## src/rtl/i2s_tx_mch_fifo_pkg.sv

```systemverilog
// rtl/i2s_tx_mch_fifo_pkg.sv - shared types and helpers for the multichannel I2S transmit FIFO
//
// Contents:
//   frame_sz_t : frame size code (16/24/32 bits, code 3 also means 32)
//   tx_st_t    : serializer states
//   FS_W       : width of a frame length / bit counter
//   fsize()    : frame size code -> number of bits per frame
package i2s_tx_mch_fifo_pkg;

    typedef enum logic [1:0] {
        f16bits = 2'd0,
        f24bits = 2'd1,
        f32bits = 2'd2
    } frame_sz_t;

    typedef enum logic [1:0] {
        IDLE  = 2'd0,
        SHIFT = 2'd1,
        DRAIN = 2'd2
    } tx_st_t;

    localparam int FS_W = 6;

    function automatic logic [FS_W-1:0] fsize(input logic [1:0] frame_sz);
        logic [FS_W-1:0] fs;
        case (frame_sz)
            f16bits: fs = 6'd16;
            f24bits: fs = 6'd24;
            default: fs = 6'd32;
        endcase
        return fs;
    endfunction

endpackage

```

## src/rtl/i2s_ser_shifter.sv

```systemverilog
// rtl/i2s_ser_shifter.sv - left-justified parallel-to-serial shifter with bit counter
//
// Ports:
//   pclk, rst   : clock, synchronous active-high reset
//   load        : capture ld_word (top fs bits kept), restart bit counter, pulse word_start
//   shift       : move to the next bit
//   clr         : return to the silent state (shift register and counter zero)
//   mute        : gates sdout low without disturbing the shift register
//   frame_sz    : frame size code, sampled on load
//   ld_word     : word to serialize, MSB aligned to bit WIDTH-1
//   sdout       : serial data, MSB first
//   word_start  : high for the cycle in which the first bit of a word is shown
//   bitcnt_zero : current bit is the last of its word (or nothing loaded)
module i2s_ser_shifter
    import i2s_tx_mch_fifo_pkg::*;
#(
    parameter int WIDTH = 32
) (
    input  logic             pclk,
    input  logic             rst,
    input  logic             load,
    input  logic             shift,
    input  logic             clr,
    input  logic             mute,
    input  logic [1:0]       frame_sz,
    input  logic [WIDTH-1:0] ld_word,
    output logic             sdout,
    output logic             word_start,
    output logic             bitcnt_zero
);

    logic [WIDTH-1:0] sh_q;
    logic [FS_W-1:0]  bitcnt_q;
    logic [FS_W-1:0]  fs;
    logic [WIDTH-1:0] keep_mask;

    // Only the top fs bits of the word belong to the frame; the rest are zeroed
    // so a short frame never leaks stale low bits.
    always_comb begin
        fs        = fsize(frame_sz);
        keep_mask = ~({WIDTH{1'b1}} >> fs);
    end

    always_ff @(posedge pclk) begin
        if (rst || clr) begin
            sh_q       <= '0;
            bitcnt_q   <= '0;
            word_start <= 1'b0;
        end else begin
            word_start <= load;
            if (load) begin
                sh_q     <= ld_word & keep_mask;
                bitcnt_q <= fs - FS_W'(1);
            end else if (shift) begin
                sh_q     <= {sh_q[WIDTH-2:0], 1'b0};
                bitcnt_q <= bitcnt_q - FS_W'(1);
            end
        end
    end

    assign sdout       = sh_q[WIDTH-1] & ~mute;
    assign bitcnt_zero = (bitcnt_q == '0);

endmodule

```

## src/rtl/i2s_tx_mch_fifo.sv

```systemverilog
// rtl/i2s_tx_mch_fifo.sv - multichannel I2S transmit FIFO with built-in serializer
//
// Optional build macro: TXF_REPEAT_ON_UNDERRUN_EN (repeat the channel's last word on underrun
// instead of sending zeros).
//
// Ports:
//   pclk, rst              : clock, synchronous active-high reset
//   run                    : serializer enable
//   wr_en, din, din_ch     : push request, sample word, channel tag
//   bit_en                 : one strobe per serial bit period
//   frame_sz               : 0=16, 1=24, 2/3=32 bits, sampled at each word load
//   mute                   : forces sdout low, shifting continues
//   thr_afull, thr_aempty  : almost-full / almost-empty thresholds
//   clr_err                : clears the sticky error flags
//   sdout, word_start      : serial data (MSB first), first-bit pulse
//   ch_out                 : channel of the word being shifted
//   count                  : occupancy
//   full, empty, al_full, al_empty : status flags
//   underrun, order_err    : sticky errors
module i2s_tx_mch_fifo
    import i2s_tx_mch_fifo_pkg::*;
#(
    parameter int  WIDTH = 32,
    parameter int  ADDR  = 3,
    parameter int  NCH   = 2,
    localparam int CHW   = (NCH > 1) ? $clog2(NCH) : 1
) (
    input  logic             pclk,
    input  logic             rst,
    input  logic             run,
    input  logic             wr_en,
    input  logic [WIDTH-1:0] din,
    input  logic [CHW-1:0]   din_ch,
    input  logic             bit_en,
    input  logic [1:0]       frame_sz,
    input  logic             mute,
    input  logic [ADDR:0]    thr_afull,
    input  logic [ADDR:0]    thr_aempty,
    input  logic             clr_err,
    output logic             sdout,
    output logic             word_start,
    output logic [CHW-1:0]   ch_out,
    output logic [ADDR:0]    count,
    output logic             full,
    output logic             empty,
    output logic             al_full,
    output logic             al_empty,
    output logic             underrun,
    output logic             order_err
);

    localparam int             DEPTH   = 1 << ADDR;
    localparam logic [ADDR:0]  DEPTH_C = {1'b1, {ADDR{1'b0}}};
    localparam logic [ADDR:0]  PTR_ONE = {{ADDR{1'b0}}, 1'b1};
    localparam logic [CHW-1:0] CH_LAST = CHW'(NCH - 1);

    function automatic logic [CHW-1:0] ch_inc(input logic [CHW-1:0] c);
        return (c == CH_LAST) ? '0 : c + CHW'(1);
    endfunction

    logic [WIDTH-1:0] mem [DEPTH];
    logic [ADDR:0]    wptr_q, rptr_q;
    logic [CHW-1:0]   wr_ch_exp_q;
    logic [CHW-1:0]   ch_out_q, ch_nxt_q;
    logic             underrun_q, order_err_q;
    tx_st_t           st_q, st_d;

    logic             push, ord_set;
    logic             pop, load, shift, ser_clr, urun_set;
    logic             bitcnt_zero;
    logic [WIDTH-1:0] rd_data, urun_word, ld_word;

    // ---------------- FIFO core ----------------
    // Pointers carry one extra wrap bit so full and empty differ in count.
    assign count    = wptr_q - rptr_q;
    assign full     = (count == DEPTH_C);
    assign empty    = (count == '0);
    assign al_full  = (count >= thr_afull);
    assign al_empty = (count <= thr_aempty);

    // A push while full is silently dropped; only a mis-ordered push that
    // could otherwise have been accepted counts as an order error.
    assign push    = wr_en && !full && (din_ch == wr_ch_exp_q);
    assign ord_set = wr_en && !full && (din_ch != wr_ch_exp_q);
    assign rd_data = mem[rptr_q[ADDR-1:0]];

    always_ff @(posedge pclk) begin
        if (push) begin
            mem[wptr_q[ADDR-1:0]] <= din;
        end
    end

    always_ff @(posedge pclk) begin
        if (rst) begin
            wptr_q      <= '0;
            rptr_q      <= '0;
            wr_ch_exp_q <= '0;
        end else begin
            if (push) begin
                wptr_q      <= wptr_q + PTR_ONE;
                wr_ch_exp_q <= ch_inc(wr_ch_exp_q);
            end
            if (pop) begin
                rptr_q <= rptr_q + PTR_ONE;
            end
        end
    end

    // ---------------- serializer control ----------------
    always_ff @(posedge pclk) begin
        if (rst) begin
            st_q <= IDLE;
        end else begin
            st_q <= st_d;
        end
    end

    always_comb begin
        st_d     = st_q;
        load     = 1'b0;
        shift    = 1'b0;
        ser_clr  = 1'b0;
        pop      = 1'b0;
        urun_set = 1'b0;
        case (st_q)
            IDLE: begin
                if (run && !empty) begin
                    st_d = SHIFT;
                end
            end
            SHIFT: begin
                if (bitcnt_zero) begin
                    // Word boundary: stop cleanly or fetch the next word.
                    if (bit_en) begin
                        if (!run) begin
                            st_d    = IDLE;
                            ser_clr = 1'b1;
                        end else begin
                            load     = 1'b1;
                            pop      = !empty;
                            urun_set = empty;
                        end
                    end
                end else begin
                    shift = bit_en;
                    if (!run) begin
                        st_d = DRAIN;
                    end
                end
            end
            DRAIN: begin
                if (bit_en) begin
                    if (bitcnt_zero) begin
                        st_d    = IDLE;
                        ser_clr = 1'b1;
                    end else begin
                        shift = 1'b1;
                    end
                end
            end
            default: begin
                st_d = IDLE;
            end
        endcase
    end

    // Channel rotation advances on every load, including underrun loads, so
    // slot alignment survives a starved FIFO; it restarts at 0 after a stop.
    always_ff @(posedge pclk) begin
        if (rst || ser_clr) begin
            ch_out_q <= '0;
            ch_nxt_q <= '0;
        end else if (load) begin
            ch_out_q <= ch_nxt_q;
            ch_nxt_q <= ch_inc(ch_nxt_q);
        end
    end

    assign ch_out = ch_out_q;

`ifdef TXF_REPEAT_ON_UNDERRUN_EN
    logic [WIDTH-1:0] last_q [NCH];

    always_ff @(posedge pclk) begin
        if (rst) begin
            for (int i = 0; i < NCH; i++) begin
                last_q[i] <= '0;
            end
        end else if (pop) begin
            last_q[ch_nxt_q] <= rd_data;
        end
    end

    assign urun_word = last_q[ch_nxt_q];
`else
    assign urun_word = '0;
`endif

    assign ld_word = pop ? rd_data : urun_word;

    // ---------------- sticky errors (set beats clear) ----------------
    always_ff @(posedge pclk) begin
        if (rst) begin
            underrun_q  <= 1'b0;
            order_err_q <= 1'b0;
        end else begin
            if (urun_set) begin
                underrun_q <= 1'b1;
            end else if (clr_err) begin
                underrun_q <= 1'b0;
            end
            if (ord_set) begin
                order_err_q <= 1'b1;
            end else if (clr_err) begin
                order_err_q <= 1'b0;
            end
        end
    end

    assign underrun  = underrun_q;
    assign order_err = order_err_q;

    i2s_ser_shifter #(
        .WIDTH (WIDTH)
    ) u_shifter (
        .pclk        (pclk),
        .rst         (rst),
        .load        (load),
        .shift       (shift),
        .clr         (ser_clr),
        .mute        (mute),
        .frame_sz    (frame_sz),
        .ld_word     (ld_word),
        .sdout       (sdout),
        .word_start  (word_start),
        .bitcnt_zero (bitcnt_zero)
    );

endmodule
```

## config.mk

```make
export PLATFORM = sky130hd
export DESIGN_NAME = i2s_tx_mch_fifo
export DESIGN_NICKNAME = d
export VERILOG_FILES = /design/src/rtl/i2s_tx_mch_fifo_pkg.sv /design/src/rtl/i2s_ser_shifter.sv /design/src/rtl/i2s_tx_mch_fifo.sv
export SDC_FILE = /design/constraint.sdc
export NUM_CORES = 1
export LEC_CHECK = 0
export CAP_MARGIN = 20
export CORE_ASPECT_RATIO = 1.1
export CORE_MARGIN = 1
export CORE_UTILIZATION = 40
export DETAILED_ROUTE_END_ITERATION = 7
export GPL_TIMING_DRIVEN = 0
export SETUP_SLACK_MARGIN = 0.4
export SLEW_MARGIN = 25
export SYNTH_ARGS = -nofsm -noshare
export SYNTH_HDL_FRONTEND = slang
export SYNTH_HIERARCHICAL = 1
export SYNTH_SLANG_ARGS = --single-unit
```

## constraint.sdc

```tcl
create_clock -name pclk -period 7.7 [get_ports pclk]
set_input_delay 1.155 -clock pclk [delete_from_list [all_inputs] [get_ports pclk]]
set_output_delay 1.155 -clock pclk [all_outputs]
set_load 0.03 [all_outputs]
```

==> impl_results.md <==
- Status: finished clean
- Power per cell area: between 200 and 250 nW/um^2
- Aggregate global-route resource usage: roughly 17%
- Worst EP required: about 6.6 ns
- Adder-Cell Fraction of Synth Area: roughly 1.8%
- Distinct cell type count after synthesis: 54
- CTS root buffer: clkbuf_16
- Via count: approximately 7000
- Die width: roughly 170 microns
- CP max-delay cell: clkdlybuf4s50_1
- Post-Synth XOR/XNOR Area: less than 1%
- Largest net degree at the start of global routing: 34
- Synth area leaders: edfxtp_1, mux4_2, dfxtp_1
- Routed wire length: 27.1 mm
- Comb power frac: under 10%
- I/O pin cnt: 63
- Mapped Nets: 831
- Most frequent cells in the layout: edfxtp_1, mux4_2, clkdlybuf4s50_1
- Worst vdd ir: 0.167 mV
- Setup TNS: 0 ns
- Mapped Cells: 763
- Proportion of synthesized chip area in sequential cells: around 70%
- Switch Pwr: 765 uW
- Antenna violations before repair: 1
- Vias in the first global route: between 7000 and 8000
- Count of pins over their slew limit: 0
- Drt initial violations: a little under 500
- Top_reg_cell synth: edfxtp_1
- Number of remaining DRC errors: 0
- WHS: around 0.47 ns
- Register bit count reported by yosys: approximately 310
- RSZ-0062 raised after global routing: false
- Critical path peak fanout: 8
- CTS max path bufs: 3
- Slowest cell delay on critical path: 0.66 ns
- Layout fillers: about 2800
- Final Hold Fails: 0
- Upper clock frequency limit: about 0.20 GHz
- Post-synthesis mux area share: around 17%
- Nature of the critical path endpoint: primary output
- Startpoint class of the critical path: flop
- Drt pass-1 iters: 4
- Post-route antenna net violation count: 0
- Synthesized area per cell: 16.7 sq um
- Arr. time, crit path: about 3.9 ns
- Clock power share: a little over two fifths
- Int Power: 2.86 mW
- Share of the synthesized area in the top cell type: 60.4%
- Clk slew on worst S/H paths: roughly 0.060 ns
- Setup ws final: ~2.7 ns
- Largest family of logic cells by synthesized area: multiplexers
- Worst Max-Slew Pin Slew: a little over 0.9 ns
- DIE AREA: roughly 33000 sq um
- Total gr overflow: 0
- FFs w/ async S/R, synth: 0%
- TritonCTS Buffers: 31
- Drt wl/cell: ~20 microns
- Reg area: roughly 9000 sq um
- Min Tclk post-route: roughly 5 ns
- Mapped cell area: 12700 sq um
- Post-CTS Hold Fix Bufs: 0
- Sequential power share: around 52%
- Max Cap Violations: 0
- Final Setup Violations: 0
- Post-CTS setup buffers: 0
- Area of the multi-input gates: 3690 sq um
- Share of cells above drive strength 1: a little under a quarter
- DP HPWL: roughly 18 mm
- Avg Vias per Cell: about 5.2
- CTS tree: built
- Worst Hold Class: reg2reg
- Slew HR: around two fifths
- Cell taking the most area after synthesis: edfxtp_1
- Sw Ratio: about a fifth
- Clock Skews: around 0.018 ns
- Synth warn: 6
- Static Leak: around 5 nW
- Most common cell after layout, fill and taps aside: edfxtp_1
- Core outline area: ~31000 sq um
- Compound-Gate Fraction of Synth Area: around 3.5%
- Resize count post-CTS: 0
- Setup WS pre-CTS: 3.22 ns
- Worst-path cell chain: clkbuf_1, inv_1, ha_1, inv_1, fa_1, ha_1, nor2b_1, o21ai_0, nand2b_1, a21oi_1, a41o_1, clkdlybuf4s50_1
- Die span in y: roughly 190 microns
- Kind of critical path: reg2out
- EDFF count, synth: roughly 260
- Synth Area in Simple Gates: under 10%
- Num rows: 68
- Final #Nets: 970
- Clock Latency Late Sink: approximately 0.58 ns
- Area grow syn2layout: 20.0%
- Global-route wire length before repair: approximately 42 mm
- H-tree depth: 1
- I/O Buffers: 62
- Starting Density: 40.7%
- RD Place Congestion: just under 0.8
- Tcrit/Tclk final: 65.6%
- # clock sinks: 313
## per-stage QoR
step                      cell area [sq um]  cells  utilization (%)  power, mW
final                                 15300   1346             48.8       3.62
after detailed placement              14200   1289             45.4       2.11
after floorplan                       12700    763                -       2.01
after global placement                13900   1245             44.3       2.10
after CTS                             15300   1345             48.8       3.66
after global routing                  15300   1345             48.8       3.74
## sequential cells by signal (all words and copies together) (netlist names), 2 cells and up, named ones only
name	cells
u_shifter/sh_q	32
u_shifter/bitcnt_q	6
rptr_q	4
st_q	2
wptr_q	4
mem	256
## cells in the mapped netlist (8+ instances only)
cell,count
a21oi_1,37
o21ai_0,8
buf_2,11
nand2_1,48
clkbuf_1,26
dfxtp_1,57
inv_1,21
edfxtp_1,256
nor2_1,53
mux4_2,64
a22oi_1,8
nand3_1,15
mux2_2,32
ha_1,17
mux2i_1,35
## routing by layer
layer	vias up	GRT usage, %	wire (microns)
met5	-	0	0
met4	0	4.36	459
met3	32	2.42	1090
met2	122	28.8	13400
met1	3583	23.5	12100
li1	3229	-	-
## power by group through the flow
stage	clock, mW	sequential, mW	combinational (mW)
after global routing	1.65	1.87	0.223
after floorplan	0	1.91	0.105
after detailed placement	0	1.90	0.206
final	1.55	1.87	0.204
after global placement	0	1.91	0.192
after CTS	1.59	1.87	0.207
## final timing paths
path,startpoint,end,slack [ns],cells after the start
max,wptr_q[0],al_empty,2.65,12
min,order_err,order_err,0.47,2
max reg2reg,wptr_q[0],mem[6][27],3.67,13
min reg2reg,order_err,order_err,0.47,2
## cell type report
cell class                 instances  share of cell area (%)
sequential                       313                    57.8
buffer                            42                    1.17
inverter                          21                   0.516
clock inverter                    22                    1.74
timing repair buffer             106                    6.08
multi-input combinational        387                    24.1
tap                              420                    3.44
clock buffer                      34                    5.15
antenna                            1                  0.0164
## kinds of logic after synthesis
family	after synthesis
adder cells (fa/ha/maj)	18
AND/OR/NAND/NOR	156
buffers and inverters	63
multiplexers	131
AO/OA/AOI/OAI	72
XOR/XNOR	10
flip-flops	313
## critical path, delay by kind of cell (launching register included)
kind	cells	cell delay (ns)
AND/OR/NAND/NOR	2	0.20
flip-flops	1	0.34
adder cells (fa/ha/maj)	3	1.07
buffers and inverters	4	1.28
AO/OA/AOI/OAI	3	0.42
Power figures use the tool's default switching activity.
